===== src/rtl/fpu_pkg.sv =====
// Shared FPU definitions: IEEE-754 binary32 constants, operand classes, the
// divide/sqrt FSM states and the special-operand decode for FDIV_S / FSQRT_S.
package fpu_pkg;

    localparam logic [31:0] FP_CANON_NAN = 32'h7FC00000;
    localparam int          FP_EXP_BIAS  = 127;
    localparam int          FP_MANT_W    = 23;
    localparam int          FP_EXP_W     = 8;

    // fflags = {NV, DZ, OF, UF, NX}
    localparam int FFLAG_NV = 4;
    localparam int FFLAG_DZ = 3;
    localparam int FFLAG_OF = 2;
    localparam int FFLAG_UF = 1;
    localparam int FFLAG_NX = 0;

    typedef enum logic [2:0] {ZERO, NORM, INF, QNAN, SNAN} fp_class_t;

    typedef enum logic [2:0] {IDLE, PREP, ITER, RND, FIN} fsm_state_e;

    typedef struct packed {
        logic        hit;
        logic [31:0] res;
        logic [4:0]  flags;
    } fp_special_t;

    // Subnormals classify as ZERO: the unit flushes them.
    function automatic fp_class_t fp_classify(input logic [31:0] x);
        if (x[30:23] == 8'h00) return ZERO;
        if (x[30:23] != 8'hFF) return NORM;
        if (x[22:0] == 23'd0)  return INF;
        return x[22] ? QNAN : SNAN;
    endfunction

    function automatic fp_special_t fp_div_sqrt_special(input logic op,
                                                        input logic [31:0] a,
                                                        input logic [31:0] b);
        fp_special_t s;
        fp_class_t   ca;
        fp_class_t   cb;
        logic        sgn;
        ca      = fp_classify(a);
        cb      = fp_classify(b);
        sgn     = a[31] ^ b[31];
        s.hit   = 1'b1;
        s.res   = FP_CANON_NAN;
        s.flags = 5'd0;
        if (!op) begin
            if (ca == QNAN || ca == SNAN || cb == QNAN || cb == SNAN)
                s.flags[FFLAG_NV] = (ca == SNAN) || (cb == SNAN);
            else if ((ca == ZERO && cb == ZERO) || (ca == INF && cb == INF))
                s.flags[FFLAG_NV] = 1'b1;
            else if (ca == INF)
                s.res = {sgn, 8'hFF, 23'd0};
            else if (ca == ZERO || cb == INF)
                s.res = {sgn, 31'd0};
            else if (cb == ZERO) begin
                s.res             = {sgn, 8'hFF, 23'd0};
                s.flags[FFLAG_DZ] = 1'b1;
            end else
                s.hit = 1'b0;
        end else begin
            if (ca == QNAN || ca == SNAN)
                s.flags[FFLAG_NV] = (ca == SNAN);
            else if (ca == ZERO)
                s.res = {a[31], 31'd0};
            else if (a[31])
                s.flags[FFLAG_NV] = 1'b1;
            else if (ca == INF)
                s.res = {1'b0, 8'hFF, 23'd0};
            else
                s.hit = 1'b0;
        end
        return s;
    endfunction

endpackage


===== src/rtl/fp_round_rne.sv =====
// Combinational normalize (at most one left shift), round-to-nearest-even and
// exponent range check with flush-to-zero; shared by the FPU result paths.
module fp_round_rne
    import fpu_pkg::*;
(
    input  logic              sign_i,
    input  logic signed [9:0] exp_i,
    input  logic [25:0]       mant_i,
    input  logic              sticky_i,
    output logic [31:0]       result_o,
    output logic [4:0]        fflags_o
);

    logic [23:0]       mant_n;
    logic [24:0]       mant_r;
    logic              guard;
    logic              rnd;
    logic              inc;
    logic              inexact;
    logic signed [9:0] exp_n;
    logic signed [9:0] exp_r;

    always_comb begin
        if (mant_i[25]) begin
            mant_n = mant_i[25:2];
            guard  = mant_i[1];
            rnd    = mant_i[0];
            exp_n  = exp_i;
        end else begin
            // The bits below the shifted-out round position live in the sticky term.
            mant_n = mant_i[24:1];
            guard  = mant_i[0];
            rnd    = 1'b0;
            exp_n  = exp_i - 10'sd1;
        end
        inexact  = guard | rnd | sticky_i;
        inc      = guard & (rnd | sticky_i | mant_n[0]);
        mant_r   = {1'b0, mant_n} + {24'd0, inc};
        exp_r    = exp_n + $signed({9'd0, mant_r[24]});
        fflags_o = 5'd0;
        result_o = {sign_i, exp_r[7:0], (mant_r[24] ? mant_r[23:1] : mant_r[22:0])};
        if (exp_r >= 10'sd255) begin
            result_o           = {sign_i, 8'hFF, 23'd0};
            fflags_o[FFLAG_OF] = 1'b1;
            fflags_o[FFLAG_NX] = 1'b1;
        end else if (exp_r <= 10'sd0) begin
            result_o           = {sign_i, 31'd0};
            fflags_o[FFLAG_UF] = 1'b1;
            fflags_o[FFLAG_NX] = 1'b1;
        end else begin
            fflags_o[FFLAG_NX] = inexact;
        end
    end

endmodule


===== src/rtl/fp_div_sqrt_iter.sv =====
// Iterative binary32 FDIV_S / FSQRT_S unit, radix-2 restoring, one bit per cycle.
// Optional FP_DIV_EARLY_SPECIAL_EN: specials and divide-by-±1.0 finish one cycle after start.
module fp_div_sqrt_iter
    import fpu_pkg::*;
#(
    parameter int width = 32,
    parameter int ITERS = 26
) (
    input  logic             clock,
    input  logic             reset_n,
    input  logic             start,
    input  logic             op,
    input  logic             kill,
    input  logic [width-1:0] dataA,
    input  logic [width-1:0] dataB,
    output logic             busy,
    output logic             done,
    output logic [width-1:0] result,
    output logic [4:0]       fflags
);

    localparam logic [4:0] CNT_LAST = 5'(ITERS - 1);

    fsm_state_e        state_q, state_d;
    logic              op_q, sign_q, done_q;
    logic [31:0]       a_q, b_q, stage_res_q, result_q;
    logic [4:0]        stage_flags_q, fflags_q, cnt_q;
    logic signed [9:0] exp_q;
    logic [25:0]       quo_q;
    logic [27:0]       rem_q;
    logic [51:0]       rad_q;
    logic [23:0]       divisor_q;

    fp_special_t       spec_prep, early;
    logic [23:0]       ma, mb;
    logic signed [9:0] exp_div, exp_unb, exp_sqrt;
    logic [51:0]       rad_init;
    logic              div_ge, sqrt_ge, bit_d;
    logic [27:0]       sqrt_rem_sh, sqrt_trial, rem_d;
    logic [31:0]       rnd_res;
    logic [4:0]        rnd_flags;

    always_comb begin
        spec_prep = fp_div_sqrt_special(op_q, a_q, b_q);
        ma        = {1'b1, a_q[22:0]};
        mb        = {1'b1, b_q[22:0]};
        exp_div   = $signed({2'b00, a_q[30:23]}) - $signed({2'b00, b_q[30:23]}) + 10'sd127;
        exp_unb   = $signed({2'b00, a_q[30:23]}) - 10'sd127;
        exp_sqrt  = (exp_unb >>> 1) + 10'sd127;
        // Odd unbiased exponent: radicand becomes 2*m so the root exponent halves exactly.
        rad_init  = exp_unb[0] ? {ma, 1'b0, 27'd0} : {1'b0, ma, 27'd0};

        div_ge      = rem_q >= {4'd0, divisor_q};
        sqrt_rem_sh = {rem_q[25:0], rad_q[51:50]};
        sqrt_trial  = {quo_q, 2'b01};
        sqrt_ge     = sqrt_rem_sh >= sqrt_trial;
        bit_d       = op_q ? sqrt_ge : div_ge;
        if (op_q)
            rem_d = sqrt_ge ? (sqrt_rem_sh - sqrt_trial) : sqrt_rem_sh;
        else
            rem_d = div_ge ? ((rem_q - {4'd0, divisor_q}) << 1) : (rem_q << 1);
    end

`ifdef FP_DIV_EARLY_SPECIAL_EN
    always_comb begin
        early = fp_div_sqrt_special(op, dataA, dataB);
        if (!early.hit && !op && dataB[30:0] == {8'd127, 23'd0}) begin
            early.hit   = 1'b1;
            early.res   = {dataA[31] ^ dataB[31], dataA[30:0]};
            early.flags = 5'd0;
        end
    end
`else
    assign early = '0;
`endif

    fp_round_rne u_round (
        .sign_i   (sign_q),
        .exp_i    (exp_q),
        .mant_i   (quo_q),
        .sticky_i (|rem_q),
        .result_o (rnd_res),
        .fflags_o (rnd_flags)
    );

    always_comb begin
        state_d = state_q;
        if (kill)
            state_d = IDLE;
        else begin
            case (state_q)
                IDLE:    if (start) state_d = early.hit ? FIN : PREP;
                PREP:    state_d = spec_prep.hit ? FIN : ITER;
                ITER:    if (cnt_q == CNT_LAST) state_d = RND;
                RND:     state_d = FIN;
                FIN:     state_d = IDLE;
                default: state_d = IDLE;
            endcase
        end
    end

    always_ff @(posedge clock or negedge reset_n) begin
        if (!reset_n) begin
            state_q       <= IDLE;
            op_q          <= 1'b0;
            sign_q        <= 1'b0;
            done_q        <= 1'b0;
            a_q           <= '0;
            b_q           <= '0;
            stage_res_q   <= '0;
            stage_flags_q <= '0;
            result_q      <= '0;
            fflags_q      <= '0;
            cnt_q         <= '0;
            exp_q         <= '0;
            quo_q         <= '0;
            rem_q         <= '0;
            rad_q         <= '0;
            divisor_q     <= '0;
        end else begin
            state_q <= state_d;
            done_q  <= (state_q == FIN) && !kill;
            if (!kill) begin
                case (state_q)
                    IDLE: if (start) begin
                        op_q          <= op;
                        a_q           <= dataA;
                        b_q           <= dataB;
                        stage_res_q   <= early.res;
                        stage_flags_q <= early.flags;
                    end
                    PREP: begin
                        cnt_q         <= '0;
                        quo_q         <= '0;
                        divisor_q     <= mb;
                        stage_res_q   <= spec_prep.res;
                        stage_flags_q <= spec_prep.flags;
                        sign_q        <= op_q ? 1'b0 : (a_q[31] ^ b_q[31]);
                        exp_q         <= op_q ? exp_sqrt : exp_div;
                        rem_q         <= op_q ? 28'd0 : {4'd0, ma};
                        rad_q         <= op_q ? rad_init : 52'd0;
                    end
                    ITER: begin
                        cnt_q <= (cnt_q == CNT_LAST) ? 5'd0 : cnt_q + 5'd1;
                        quo_q <= {quo_q[24:0], bit_d};
                        rem_q <= rem_d;
                        rad_q <= rad_q << 2;
                    end
                    RND: begin
                        stage_res_q   <= rnd_res;
                        stage_flags_q <= rnd_flags;
                    end
                    FIN: begin
                        result_q <= stage_res_q;
                        fflags_q <= stage_flags_q;
                    end
                    default: ;
                endcase
            end
        end
    end

    assign busy   = (state_q != IDLE);
    assign done   = done_q;
    assign result = result_q;
    assign fflags = fflags_q;

endmodule


===== config.mk =====
export PLATFORM = sky130hd
export DESIGN_NAME = fp_div_sqrt_iter
export DESIGN_NICKNAME = d
export VERILOG_FILES = /design/src/rtl/fpu_pkg.sv /design/src/rtl/fp_round_rne.sv /design/src/rtl/fp_div_sqrt_iter.sv
export SDC_FILE = /design/constraint.sdc
export NUM_CORES = 1
export LEC_CHECK = 0
export ABC_CLOCK_PERIOD_IN_PS = 6700
export BUFFER_PORTS_ARGS = -buffer_cell sky130_fd_sc_hd__buf_2
export CORE_MARGIN = 2
export CORE_UTILIZATION = 25
export DETAILED_ROUTE_END_ITERATION = 7
export PLACE_DENSITY_LB_ADDON = 0.25
export REMOVE_ABC_BUFFERS = 1
export SLEW_MARGIN = 5
export SYNTH_ARGS = -nofsm -noshare
export SYNTH_HDL_FRONTEND = slang
export SYNTH_HIERARCHICAL = 1
export SYNTH_SLANG_ARGS = --single-unit

===== constraint.sdc =====
create_clock -name clock -period 6.7 [get_ports clock]
set_input_delay 0.67 -clock clock [delete_from_list [all_inputs] [get_ports clock]]
set_output_delay 0.67 -clock clock [all_outputs]
set_load 0.01 [all_outputs]

# [After elaboration in Yosys (flattened, before gate mapping)]
# Index checks and enable logic that the tools add are counted.
[word_totals] regBits=289 latchBits=0 mem_bits_rw=0 romBits=0 output_inout_bits=39 elab_cells=166 n_memories=0
[classes] addsub=10 mul=0 div=0 order_cmp=4 n_eq_ne=16 n_shift=0 mux=86 bitwise_logic=7 reduce_logical=27
[op_table] cell="two-way mux 32 bit" n=5
[op_table] cell="two-way mux 33 bit" n=4
[op_table] cell="two-way mux 52 bit" n=2
[op_table] cell="one-hot mux 52 bit (2 select lines)" n=1
[op_table] cell="one-hot mux 32 bit (3 select lines)" n=1
[op_table] cell="two-way mux 28 bit" n=3
[op_table] cell="two-way mux 31 bit" n=2
[op_table] cell="one-hot mux 28 bit (2 select lines)" n=1
[op_table] cell="two-way mux 3 bit" n=18
[op_table] cell="one-hot mux 26 bit (2 select lines)" n=1
[op_table] cell="two-way mux 24 bit" n=2
[op_table] cell="logical NOT 23 bit" n=2
[op_table] cell="two-way mux 23 bit" n=2
[op_table] cell="two-way mux 1 bit" n=36
[op_table] cell="two-way mux 34 bit" n=1
[op_table] cell="greater-or-equal comparator 28 x 24 -> 1 bit" n=1
[op_table] cell="greater-or-equal comparator 28 bit" n=1
[op_table] cell="OR reduction 28 bit" n=1
[op_table] cell="subtractor 28 bit" n=1
[op_table] cell="subtractor 27 x 24 -> 27 bit" n=1
[op_table] cell="adder 24 x 1 -> 25 bit" n=1
[op_table] cell="two-way mux 10 bit" n=2
[op_table] cell="equality test 3 x 2 -> 1 bit, second input constant" n=6
[op_table] cell="logical NOT 8 bit" n=2
[op_table] cell="other kinds (31)" n=53

# [Depth between registers and ports, before layout]
[logic_depth] word_depth=18 depth_mapped=26 ltp_nobuf=19

# [Modules after synthesis]
# The synthesis kept the hierarchy.
[by_module_without_submodules] mod="fp_div_sqrt_iter" instances=1 cells_each=1615 area_per_inst_um2=15263.4 seq_area_each_um2=6556.3
[by_module_without_submodules] mod="fp_round_rne" instances=1 cells_each=290 area_per_inst_um2=1990.7 seq_area_each_um2=0.0

# [Worst setup path after synthesis]
# No wires, ideal clock.
[synth_path] path_kind="register -> register" from="register quo_q[25]" to="register stage_res_q[22]" setup_ps=124 arrival_ps=5850 required_ps=6576 slack_ps=726 stages_incl_launch_ff=27 n_path_buf=9 cell_sequence="dfrtp_1 > buf_2 > buf_2 > buf_1 > clkbuf_1 > mux2_2 > ha_1 > nand3_1 > or3_1 > clkbuf_1 > nor3_1 > and3_1 > clkbuf_1 > buf_2 > ha_1 > ha_1 > or4bb_1 > o21ai_0 > o21ai_1 > xnor2_1 > nor4b_1 > nor2b_1 > buf_2 > buf_2 > nor3_1 > a32oi_1 > nand2_1"
[synth_between] elab_chain_len=10 word_cells_on_any_way=15
[synth_lines] element="start: declaration" line_no="fp_div_sqrt_iter.sv:29" text="logic [25:0] quo_q;"
[synth_lines] element="start signal: assignment" line_no="fp_div_sqrt_iter.sv:145" text="quo_q <= {quo_q[24:0], bit_d};"
[synth_lines] element="two-way mux 1 bit" line_no="fp_round_rne.sv:24" text="if (mant_i[25]) begin"
[synth_lines] element="OR 1 bit (2 in series)" line_no="fp_round_rne.sv:37" text="inc = guard & (rnd | sticky_i | mant_n[0]);"
[synth_lines] element="bitwise AND 1 bit" line_no="fp_round_rne.sv:37"
[synth_lines] element="adder 24 x 1 -> 25 bit" line_no="fp_round_rne.sv:38" text="mant_r = {1'b0, mant_n} + {24'd0, inc};"
[synth_lines] element="adder 10 x 2 -> 10 bit" line_no="fp_round_rne.sv:39" text="exp_r = exp_n + $signed({9'd0, mant_r[24]});"
[synth_lines] element="<= comparator 10 x 1 -> 1 bit" line_no="fp_round_rne.sv:46" text="end else if (exp_r <= 10'sd0) begin"
[synth_lines] element="two-way mux 31 bit" line_no="fp_round_rne.sv:46"
[synth_lines] element="two-way mux 31 bit *" line_no="fp_round_rne.sv:42" text="if (exp_r >= 10'sd255) begin"
[synth_lines] element="net rnd_res[22]" line_no="fp_div_sqrt_iter.sv:40" text="logic [31:0] rnd_res;"
[synth_lines] element="one-hot mux 32 bit (3 select lines) *" line_no="fp_div_sqrt_iter.sv:124" text="case (state_q)"
[synth_lines] element="end signal: assignment" line_no="fp_div_sqrt_iter.sv:129" text="stage_res_q <= early.res;"
[synth_lines] element="end signal: assignment" line_no="fp_div_sqrt_iter.sv:136" text="stage_res_q <= spec_prep.res;"
[synth_lines] element="end signal: assignment" line_no="fp_div_sqrt_iter.sv:150" text="stage_res_q <= rnd_res;"
[synth_lines] element="end: declaration" line_no="fp_div_sqrt_iter.sv:26" text="logic [31:0] a_q, b_q, stage_res_q, result_q;"
# The timed path passes the listed nets; every way through them passes the cells marked *.
# A chain may end at the register's enable or synchronous reset.

# [Worst setup path in the final report]
[layout_path] from="register quo_q[25]" to="register stage_flags_q[0]"
[layout_between] elab_chain_len=10 word_cells_on_any_way=16
[layout_lines] element="two-way mux 1 bit" line_no="fp_round_rne.sv:24"
[layout_lines] element="OR 1 bit (2 in series)" line_no="fp_round_rne.sv:37"
[layout_lines] element="bitwise AND 1 bit" line_no="fp_round_rne.sv:37"
[layout_lines] element="adder 24 x 1 -> 25 bit" line_no="fp_round_rne.sv:38"
[layout_lines] element="adder 10 x 2 -> 10 bit" line_no="fp_round_rne.sv:39"
[layout_lines] element="<= comparator 10 x 1 -> 1 bit" line_no="fp_round_rne.sv:46"
[layout_lines] element="two-way mux 1 bit" line_no="fp_round_rne.sv:46"
[layout_lines] element="two-way mux 1 bit *" line_no="fp_round_rne.sv:42"
[layout_lines] element="net rnd_flags[0]" line_no="fp_div_sqrt_iter.sv:41" text="logic [4:0] rnd_flags;"
[layout_lines] element="one-hot mux 5 bit (3 select lines) *" line_no="fp_div_sqrt_iter.sv:124"
[layout_lines] element="end signal: assignment" line_no="fp_div_sqrt_iter.sv:130" text="stage_flags_q <= early.flags;"
[layout_lines] element="end signal: assignment" line_no="fp_div_sqrt_iter.sv:137" text="stage_flags_q <= spec_prep.flags;"
[layout_lines] element="end signal: assignment" line_no="fp_div_sqrt_iter.sv:151" text="stage_flags_q <= rnd_flags;"
[layout_lines] element="end: declaration" line_no="fp_div_sqrt_iter.sv:27" text="logic [4:0] stage_flags_q, fflags_q, cnt_q;"
# Marks and branches as above.

==> impl_metrics.sql <==
INSERT INTO impl_metrics (metric_group, metric, value, unit) VALUES
('cells_and_area', 'finish.cell_count_without_fillers', '2861', ''),
('cells_and_area', 'nNetsFinal', '2096', ''),
('worst_setup_path', 'crit-reg2reg-capture', 'stage_flags_q[0]', ''),
('global_route', 'gr-max-usage-layer', 'met2', ''),
('cts', 'clock-sinks', '262', ''),
('route', 'wl', '51300', 'um'),
('cts', 'cts_inserted_buffers', '34', ''),
('timing', 'final-setup-viol-count', '0', ''),
('global_route', 'global_route.overflow_total', '0', ''),
('power_and_ir_drop', 'power_density', '503', 'nW/um^2'),
('die', 'dieArea', '71100', 'um^2'),
('logic_synthesis', 'synth.area.top_cells', 'sky130_fd_sc_hd__dfrtp_1, sky130_fd_sc_hd__mux2_2, sky130_fd_sc_hd__ha_1', ''),
('logic_synthesis', 'synthDominantCellAreaShare', '38.0', '%'),
('cells_and_area', 'synthToLayoutAreaGrowth', '14.4', '%'),
('global_route', 'grt_pass1_vias', '14100', ''),
('die', 'initial_core_util', '25.2', '%'),
('cts', 'cts_setup_buffers', '0', ''),
('route', 'routed_via_density', '5.00', ''),
('worst_setup_path', 'path_buf_inv', '1', ''),
('global_route', 'antenna_found_initial', '2', ''),
('power_and_ir_drop', 'power.ir.vdd_worst', '0.000254', 'V'),
('hold_path', 'holdCritPathClass', 'input port to async pin', ''),
('die', 'core_area', '68500', 'um^2'),
('cells_and_area', 'leading_cell_type_in_the_layout_fill_and_taps_excluded', 'sky130_fd_sc_hd__dfrtp_1', ''),
('cts', 'ctsRootBufferMaster', 'sky130_fd_sc_hd__clkbuf_16', ''),
('worst_setup_path', 'cpLargestDelayFamily', 'simple AND/OR/NAND/NOR gates', ''),
('route', 'routed_length_per_instance', '17.9', 'um'),
('timing', 'max_clock_freq', '0.183', 'GHz'),
('global_route', 'globalRouteTotalUtil', '14.4', '%'),
('cts', 'htree_num_levels', '2', ''),
('run_status', 'outcome', 'complete, no violations', ''),
('logic_synthesis', 'synthesis.instances', '1905', ''),
('placement', 'post-place-cells', '2801', ''),
('worst_setup_path', 'critPathLaunch', 'quo_q[25]', ''),
('worst_setup_path', 'rrSetupSlack', '1.24', 'ns'),
('logic_synthesis', 'synth.lib_cells_used.distinct', '95', ''),
('route', 'number_of_routed_nets_with_antenna_violations', '0', ''),
('logic_synthesis', 'synth-edff-count', '0', ''),
('worst_setup_path', 'setup.worst_path.end_class', 'flop', ''),
('route', 'detailedRoute.firstIterationViolations', '988', ''),
('timing', 'timing.final.hold_violations', '0', ''),
('worst_setup_path', 'delay_of_the_slowest_cell_on_the_worst_path', '0.55', 'ns'),
('worst_setup_path', 'cp_data_required_time', '7.09', 'ns'),
('worst_setup_path', 'crit_path_end', 'stage_flags_q[0]', ''),
('cells_and_area', 'most-common-layout-cells', 'sky130_fd_sc_hd__dfrtp_1, sky130_fd_sc_hd__nand2_1, sky130_fd_sc_hd__nor2_1', ''),
('placement', 'io_buffers', '107', ''),
('route', 'drc', '0', ''),
('die', 'core.rowCount', '96', ''),
('logic_synthesis', 'synth_seq_cells', '262', ''),
('logic_synthesis', 'synth_top_flop_cell', 'sky130_fd_sc_hd__dfrtp_1', ''),
('logic_synthesis', 'netlist_area', '17300', 'um^2'),
('worst_setup_path', 'cp.depth', '16', ''),
('timing', 'tightest_slew', '1.03', 'ns'),
('worst_setup_path', 'critical_path.cell_chain', 'buf_4 -> mux2_2 -> or3b_2 -> nor3_1 -> and3_1 -> ha_1 -> ha_1 -> or4bb_1 -> o21ai_0 -> o21ai_1 -> nor3_2 -> xor2_1 -> nand3b_4 -> or3_1 -> nand2_1 -> o21ai_0', ''),
('power_and_ir_drop', 'static-leakage-power', '0.00839', 'uW'),
('die', 'dieWidth', '267', 'um'),
('timing', 'worst_slew_margin_rel', '29.5', '%'),
('route', 'dr_total_vias', '14300', ''),
('timing', 'worst_clock_skew', '0.0119', 'ns'),
('global_route', 'grt_util_met2', '22.7', '%'),
('worst_setup_path', 'cp.arrival', '5.85', 'ns'),
('timing', 'finalWorstPathRequiredPeriod', '5.46', 'ns'),
('worst_setup_path', 'r2r_cells', '16', ''),
('placement', 'place.gp.congestion', '0.841', ''),
('timing', 'final.period_utilization', '81.5', '%'),
('logic_synthesis', 'syn_area_per_cell', '9.06', 'um^2'),
('die', 'fp.dieH', '267', 'um'),
('cts', 'clk-insertion-delay-late', '0.54', 'ns'),
('logic_synthesis', 'async_flop_share', '100', '%'),
('logic_synthesis', 'yosys_warnings', '6', ''),
('global_route', 'grt_start_max_net_pins', '145', '');
## worst register-to-register path: stages, from the launching register on
cell and delay, ns:
sky130_fd_sc_hd__dfrtp_2 0.52, sky130_fd_sc_hd__buf_4 0.46, sky130_fd_sc_hd__mux2_2 0.27, sky130_fd_sc_hd__or3b_2 0.55
sky130_fd_sc_hd__nor3_1 0.34, sky130_fd_sc_hd__and3_1 0.30, sky130_fd_sc_hd__ha_1 0.21, sky130_fd_sc_hd__ha_1 0.21
sky130_fd_sc_hd__or4bb_1 0.47, sky130_fd_sc_hd__o21ai_0 0.17, sky130_fd_sc_hd__o21ai_1 0.25, sky130_fd_sc_hd__nor3_2 0.18
sky130_fd_sc_hd__xor2_1 0.39, sky130_fd_sc_hd__nand3b_4 0.38, sky130_fd_sc_hd__or3_1 0.47, sky130_fd_sc_hd__nand2_1 0.07
sky130_fd_sc_hd__o21ai_0 0.07
## stage by stage
step	setup slack (ns)	total power, uW	TNS [ns]	hold slack (ns)	cell area, um^2
final	1.24	9940	0	0.170	19700
after global routing	0.746	10700	0	0.269	19700
after CTS	1.21	9990	0	0.268	19700
after detailed placement	1.21	8020	0	0.464	18600
after global placement	1.37	7970	0	0.463	18600
after floorplan	-0.0872	6460	-0.251	0.374	16700
## final cells by class
class / instances / area (um^2)
Fill cell: 7290 / 48700
Multi-Input combinational cell: 1432 / 9840
Sequential cell: 262 / 6560
Inverter: 99 / 372
Clock inverter: 14 / 161
Clock buffer: 46 / 1010
Tap cell: 882 / 1100
Timing Repair Buffer: 126 / 701
## synthesized netlist by cell type (all sizes together), types with 5 or more instances
master and count:
inv 99, and2 8, or3 15, and3 19, o31ai 6, dfrtp 262
buf 42, o211ai 31, nor2 125, o311ai 6, nor2b 12, clkbuf 71
or4 5, ha 70, nor4 39, mux2 111, nor4b 9, o21bai 6
a21oi 122, xor2 42, or2 8, o21ai 121, mux2i 45, a21o 38
a221o 22, nor3 45, nand3 47, xnor2 66, nand2 214, a31oi 19
a2111oi 6, a211o 8, a211oi 31, nand2b 8, o22ai 29, o21a 7
nand4 24
## registers in the layout (all words and copies together) (netlist names), 3 cells and up
register,flops
b_q,32
quo_q,26
rad_q,25
a_q,32
stage_res_q,32
state_q,3
cnt_q,5
exp_q,10
divisor_q,24
result,32
fflags,5
rem_q,28
stage_flags_q,5
## report_power, final
group	internal [uW]	switching, uW
Clock	1170	723
Combinational	2170	3180
Sequential	2050	644
## logic make-up after synthesis
kind of cell,synth area share [%]
simple gates,17.2
compound gates,18.9
flops,38.0
buf+inv,5.28
mux,9.85
xor+xnor,5.48
fa+ha+maj,5.31
other cells,0.0217
## worst min path at each step
stage / depth (start not counted) / to
global route: 1 / a_q[5]
CTS: 1 / a_q[5]
finish: 1 / a_q[5]
global placement: 2 / sign_q
detailed placement: 2 / divisor_q[23]
floorplan: 0 / a_q[0]
## routing by layer
layer | part of all wire (%) | wire length (um) | up-vias
met1 | 49 | 24900 | 6912
li1 | - | - | 7023
met3 | 4.4 | 2270 | 59
met2 | 45 | 23000 | 314
met5 | 0.025 | 13 | -
met4 | 2.1 | 1060 | 2
Note: power is estimated with default switching activity, not from simulation.
